**config.mk**
```make
export PLATFORM = sky130hd
export DESIGN_NAME = sipo_deserializer
export DESIGN_NICKNAME = d
export VERILOG_FILES = /design/src/rtl/sipo_deserializer.sv
export SDC_FILE = /design/constraint.sdc
export NUM_CORES = 1
export LEC_CHECK = 0
export CAP_MARGIN = 15
export CORE_MARGIN = 10
export CORE_UTILIZATION = 35
export DETAILED_ROUTE_END_ITERATION = 8
export GPL_ROUTABILITY_DRIVEN = 0
export SETUP_SLACK_MARGIN = 0.05
export SYNTH_ARGS = -nofsm -noshare
export SYNTH_HDL_FRONTEND = slang
export SYNTH_SLANG_ARGS = --single-unit
```
**constraint.sdc**
```tcl
create_clock -name clk -period 2.8 [get_ports clk]
set_input_delay 0.56 -clock clk [delete_from_list [all_inputs] [get_ports clk]]
set_output_delay 0.56 -clock clk [all_outputs]
set_load 0.01 [all_outputs]
```
**src/rtl/sipo_deserializer.sv**
```systemverilog
// sipo_deserializer: serial-to-parallel word assembler with a one-entry valid/ready output register and sticky overrun flag
module sipo_deserializer #(
    parameter int WIDTH     = 4,
    parameter bit MSB_FIRST = 1'b1,
    parameter int CNT_W     = 3
) (
    input  logic             clk,
    input  logic             reset,
    input  logic             clear,
    input  logic             bit_in,
    input  logic             bit_valid,
    output logic [WIDTH-1:0] word_out,
    output logic             word_valid,
    input  logic             word_ready,
    output logic [CNT_W-1:0] bit_count,
    output logic             overrun
);
    typedef enum logic {EMPTY, FULL} state_t;
    state_t           state, next_state;
    logic [WIDTH-1:0] sh, cand;
    logic             complete, load, drop;
    // cand is the shift register as it will look after this edge's bit
    always_comb begin
        cand       = MSB_FIRST ? {sh[WIDTH-2:0], bit_in} : {bit_in, sh[WIDTH-1:1]};
        complete   = bit_valid && bit_count == CNT_W'(WIDTH - 1);
        load       = complete && (state == EMPTY || word_ready);
        drop       = complete && state == FULL && !word_ready;
        next_state = load ? FULL : (state == FULL && word_ready) ? EMPTY : state;
    end
    always_ff @(posedge clk or posedge reset)
        if (reset) state <= EMPTY;
        else if (clear) state <= EMPTY;
        else state <= next_state;
    always_ff @(posedge clk or posedge reset)
        if (reset) begin
            sh        <= '0;
            bit_count <= '0;
            word_out  <= '0;
            overrun   <= 1'b0;
        end else if (clear) begin
            sh        <= '0;
            bit_count <= '0;
            word_out  <= '0;
            overrun   <= 1'b0;
        end else begin
            if (bit_valid) begin
                sh        <= cand;
                bit_count <= complete ? '0 : bit_count + 1'b1;
            end
            if (load) word_out <= cand;
            if (drop) overrun <= 1'b1;
        end
    assign word_valid = state == FULL;
endmodule

```
==> results.md, run 1 <==
* Status: complete, no violations
* Share of cells above drive strength 1 at 6.35%
* CTS max path bufs at 2
* H-tree depth at 1
* Num rows at 14
* Nets at 72
* Post-Synthesis Cells at 49
* Slowest stage delay, CP at 0.71 ns
* Clk_skew at 0.00639 ns
* Synth cell count leaders: dfrtp_1 (12), a21oi_1 (7), nor2_1 (4), o21ai_0 (4), or3b_1 (4)
* WS Path Type: primary input to register
* Required time worst endpoint at 2.99 ns
* Tcrit/Tclk final at 63.9%
* WP buf/inv at 1
* Vias at 402
* Stages on worst setup path at 4
* GRT Total Usage at 6.52%
* WHS at 0.495 ns
* Global-route wire length before repair at 1770 um
* Synth Cell Area at 557 um2
* IO Pins at 15
* Synth-to-Final Area Change at 28.1%
* Area share of the largest cell type after synthesis at 53.9%
* Fin Setup TNS at 0 ns
* Max-cap violations at 0
* Max Fclk at 0.559 GHz
* Register bit total from synthesis at 12
* Clock net sink count at 12
* Worst-path maximum fanout at 12
* IO buf count at 14
* CTS tree: built
* Skew-Pair Late Insertion Delay at 0.27 ns
* Synth unique cells at 17
* CP startpoint kind: primary input
* GRT Residual Overflow at 0
* Crit-path leading delay family: buffers and inverters
* Post-DP HPWL at 785 um
* CP arrival at 1.98 ns
* Slew Limit Fails at 0
* Slowest CP cell: clkdlybuf4s50_1
* Post-synth EDFFs at 0
* Detail Route Antenna Nets at 0
* 1st-iter DRT viols at 5
* Leakage at 0.329 nW
* Final hold vios at 0
* Slew headroom at 70.4%
* Worst hold-check path type: register to register
* Tightest Pin Transition at 0.443 ns
* Yosys warning total at 0
* Diode count at 0
* Avg Inst Size Synth at 11.4 um2
* PostCTS Resize Cnt at 0
* DRC at 0
* Worst-path cell chain: clkdlybuf4s50_1 > nand3b_4 > or3b_1 > a21oi_1
* Vias in the first global route at 414
* CTS clk-pin slew, worst paths at 0.07 ns
* Die height at 59.9 um
* CTS Buf Count at 3
* Setup Viol. Count Final at 0
* Core area at 0.00151 mm2
* Cell with the most instances after synthesis: dfrtp_1
* Starting Density at 37.0%
* Vias/cell at 5.09
* Post-synthesis net count at 56
* Max VDD drop at 0.266 mV
* Crit. End Element: register
* Die Wd at 59.9 um
* Main synth FF type: dfrtp_1
* Final WL at 1020 um
* Full die area at 0.00359 mm2
* Setup bufs post-CTS at 0
* Hold Crit Depth at 1
* Pin count of the biggest net entering global routing at 13
* R2R depth at 4
* Pwr/cell area at 435 mW/mm2
* Async SR Flop Fraction at 100%
* Synth area leader: dfrtp_1
* Clock tree root buffer cell: clkbuf_4
* Register area share after synthesis at 53.9%
* Initial antenna violation count at 0
* Min cycle time layout at 1.79 ns
* Synth area leaders: dfrtp_1 (54%), a21oi_1 (6.3%), or3b_1 (6.3%), mux2i_1 (5.4%), buf_6 (4.0%)
* RSZ-0062 raised after global routing: false
* DR WL/cell at 12.9 um
* Pre-Repair DR Iteration Count at 2
* # hold bufs at CTS at 0
## per-stage QoR
step	std cells	util, %	total power [mW]	setup slack [ns]	area (um2)
floorplan	49	-	0.201	1.40	557
global placement	76	45.8	0.215	0.740	691
detailed placement	76	45.8	0.215	0.721	691
CTS	79	47.3	0.317	1.00	713
global route	79	47.3	0.331	0.887	713
finish	79	47.3	0.310	1.01	713
## placed cells by master (no fill, tap or decap)
master	instances
clkdlybuf4s50_1	14
dfrtp_1	12
a21oi_1	7
nor2_1	4
or3b_1	4
o21ai_0	4
nand2b_1	3
mux2i_1	3
clkbuf_4	3
inv_1	2
nand3b_4	1
nand3b_1	1
nand3_1	1
nor2b_1	1
o21ba_1	1
a211oi_1	1
ha_1	1
## final timing paths
check	start	end	slack [ns]
hold / removal	overrun$_DFFE_PP0P_	overrun$_DFFE_PP0P_	0.50
setup reg to reg	bit_count[0]$_DFFE_PP0P_	word_out[2]$_DFFE_PP0P_	1.45
setup / recovery	bit_valid	word_out[2]$_DFFE_PP0P_	1.01
max in group asynchronous	reset	sh[2]$_DFFE_PP0P_	1.90
min in group asynchronous	reset	overrun$_DFFE_PP0P_	0.59
hold reg to reg	overrun$_DFFE_PP0P_	overrun$_DFFE_PP0P_	0.50
## worst register-to-register path, stage by stage (launching register included)
cell and delay (ns):
dfrtp_1 0.38, ha_1 0.23, nand3b_4 0.15, or3b_1 0.39
a21oi_1 0.13
## where the power goes
group          switching (mW)  total [mW]  internal [mW]
Sequential            0.00275       0.180          0.177
Clock                  0.0502      0.0998         0.0497
Combinational          0.0146      0.0308         0.0161
Total                  0.0676       0.310          0.243
## cells by family (layout without fill, tap and decap cells)
| kind of cell | Yosys count | count (layout) | synth area share, % |
|---|---|---|---|
| muxes | 3 | 3 | 5.39 |
| and+or+nand+nor | 15 | 15 | 19.3 |
| adders and majority gates | 1 | 1 | 2.25 |
| DFF | 12 | 12 | 53.9 |
| buffers and inverters | 5 | 19 | 6.07 |
| AOI/OAI and AO/OA | 13 | 13 | 13.0 |
## registers in the layout (all words and copies together) (netlist names)
name	count
bit_count	3
overrun	1
sh	3
word_out	4
word_valid	1
## layer usage
layer,global-route usage [%],vias up,wire (um)
met5,0,-,0
met4,3.85,0,29
met3,3.60,2,74
met2,11.3,12,475
met1,5.75,190,438
li1,-,198,-
## area by class of cell
cell class,instances,area (um2)
fillers,160,793
flip-flops and latches,12,300
multi-input cells,32,223
repair buffers,14,140
clock buffers,3,22.5
well taps,16,20.0
inverters,2,7.51
No activity file was read; power rests on OpenSTA's default activity.
==> run 2: changes to the inputs <==
==> constraint.sdc (replaced) <==
create_clock -name clk -period 1.71 [get_ports clk]
set_input_delay 0.342 -clock clk [delete_from_list [all_inputs] [get_ports clk]]
set_output_delay 0.342 -clock clk [all_outputs]
set_load 0.01 [all_outputs]
==> results.md, run 2 (synthesis results as in run 1) <==
* Status: complete, no violations
* Crit. End Element: output port
* Max reg flops at 4
* Global-route wire length before repair at 1900 um
* Reg2Reg Setup Slack at 0.35 ns
* Max Fclk at 0.652 GHz
* DRC at 0
* Share of cells above drive strength 1 at 7.81%
* Pre-Repair DR Iteration Count at 4
* Vias in the first global route at 428
* IO buf count at 14
* RSZ-0062 raised after global routing: false
* WL met1 at 463 um
* Worst-path maximum fanout at 4
* Num rows at 14
* CTS clk-pin slew, worst paths at 0.07 ns
* GRT Total Usage at 6.91%
* Most frequent cells in the layout: clkdlybuf4s50_1 (14), dfrtp_1 (12), a21oi_1 (7)
* Min cycle time layout at 1.53 ns
* CTS Buf Count at 3
* Biggest register: word_out
* Starting Density at 37.0%
* Slew Limit Fails at 0
* WP buf/inv at 1
* Initial antenna violation count at 0
* Final WL at 1030 um
* Fin Setup TNS at 0 ns
* CTS tree: built
* CTS max path bufs at 2
* Non-Filler Instances at 80
* Reg power frac at 58.0%
* IO Pins at 15
* Die height at 59.9 um
* Tcrit/Tclk final at 89.6%
* Detail Route Antenna Nets at 0
* Pin count of the biggest net entering global routing at 13
* Clk_skew at 0.00429 ns
* Worst hold-check path type: primary input to async pin
* Skew-Pair Late Insertion Delay at 0.26 ns
* Clock net sink count at 12
* Highest metal used: met4
* H-tree depth at 1
* Post-layout util at 47.8%
* Most common cell after layout, fill and taps aside: clkdlybuf4s50_1
* Max VDD drop at 0.305 mV
* Tightest Pin Transition at 0.444 ns
* Metal3 WL at 66 um
* DR WL/cell at 12.8 um
* Core area at 0.00151 mm2
* PostCTS Resize Cnt at 0
* Switch share at 21.5%
* Diode count at 0
* Slowest stage delay, CP at 0.55 ns
* Vias at 388
* Cells after DPL at 77
* Leakage at 0.333 nW
* Crit-path leading delay family: buffers and inverters
* Reg area at 300 um2
* Combinational group share of total power at 10.2%
* Net switching power at 109 uW
* Final hold vios at 0
* Die Wd at 59.9 um
* Synth-to-Final Area Change at 29.4%
* Required time worst endpoint at 1.37 ns
* Internal Power at 399 uW
* 1st-iter DRT viols at 10
* Worst-path cell chain: clkdlybuf4s50_1
* Multi-input logic area at 223 um2
* WS Path Type: register to output port
* CP startpoint kind: register
* Clock tree root buffer cell: clkbuf_4
* Setup Viol. Count Final at 0
* Max-cap violations at 0
* Nets at 73
* Full die area at 0.00359 mm2
* GRT Residual Overflow at 0
* Pwr/cell area at 704 mW/mm2
* Clk pwr share at 31.8%
* CP arrival at 1.19 ns
* Met2 Wirelength at 472 um
* Post-DP HPWL at 791 um
* Slowest CP cell: clkdlybuf4s50_1
* Slew headroom at 70.4%
* Setup bufs post-CTS at 0
* # hold bufs at CTS at 0
* Final-layout fill cell count at 144
* Biggest regs: word_out x4, bit_count x3, sh x3
* Vias/cell at 4.85
## run 2: changes by cell type in the layout (fill, tap and decap cells not counted)
cell / delta
buf_4: +1
## run 2: final cells by class
class	instances	area share, %
tap	16	2.78
clock buffer	3	3.13
timing repair buffer	15	20.5
multi-input combinational	32	30.9
sequential	12	41.7
inverter	2	1.04
## run 2: routing by layer
metal / track usage, % / up-vias
met4: 4.81 / 0
met3: 1.91 / 2
met1: 7.20 / 172
met5: 0 / -
li1: - / 202
met2: 11.6 / 12
## run 2: power by group through the flow
stage / sequential, mW / clock, mW / combinational (mW)
floorplan: 0.301 / 0 / 0.0279
global placement: 0.300 / 0 / 0.0537
detailed placement: 0.300 / 0 / 0.0536
CTS: 0.294 / 0.170 / 0.0538
global route: 0.295 / 0.188 / 0.0596
finish: 0.294 / 0.161 / 0.0518
## run 2: metrics by stage
stage / setup slack, ns / cell area (um2) / total power [mW] / hold WS (ns)
2_1_floorplan: 0.344 / 557 / 0.329 / 0.207
3_3_place_gp: 0.114 / 698 / 0.354 / 0.482
3_5_place_dp: 0.0732 / 698 / 0.354 / 0.489
4_1_cts: 0.153 / 721 / 0.518 / 0.417
5_1_grt: 0.117 / 721 / 0.543 / 0.423
6_report: 0.177 / 721 / 0.508 / 0.385
## run 2: worst register-to-register path: stages, from the launching register on
cell and delay, ns:
dfrtp_1 0.38, ha_1 0.23, nand3b_4 0.15, or3b_1 0.38, a21oi_1 0.14
## run 2: final timing paths
path | startpoint | to | cells after the start
max reg2reg | bit_count[0]$_DFFE_PP0P_ | word_out[2]$_DFFE_PP0P_ | 4
min reg2reg | overrun$_DFFE_PP0P_ | overrun$_DFFE_PP0P_ | 1
max in group asynchronous | reset | bit_count[0]$_DFFE_PP0P_ | 2
max | bit_count[0]$_DFFE_PP0P_ | bit_count[0] | 1
min | reset | word_out[3]$_DFFE_PP0P_ | 2
min in group clk | overrun$_DFFE_PP0P_ | overrun$_DFFE_PP0P_ | 1
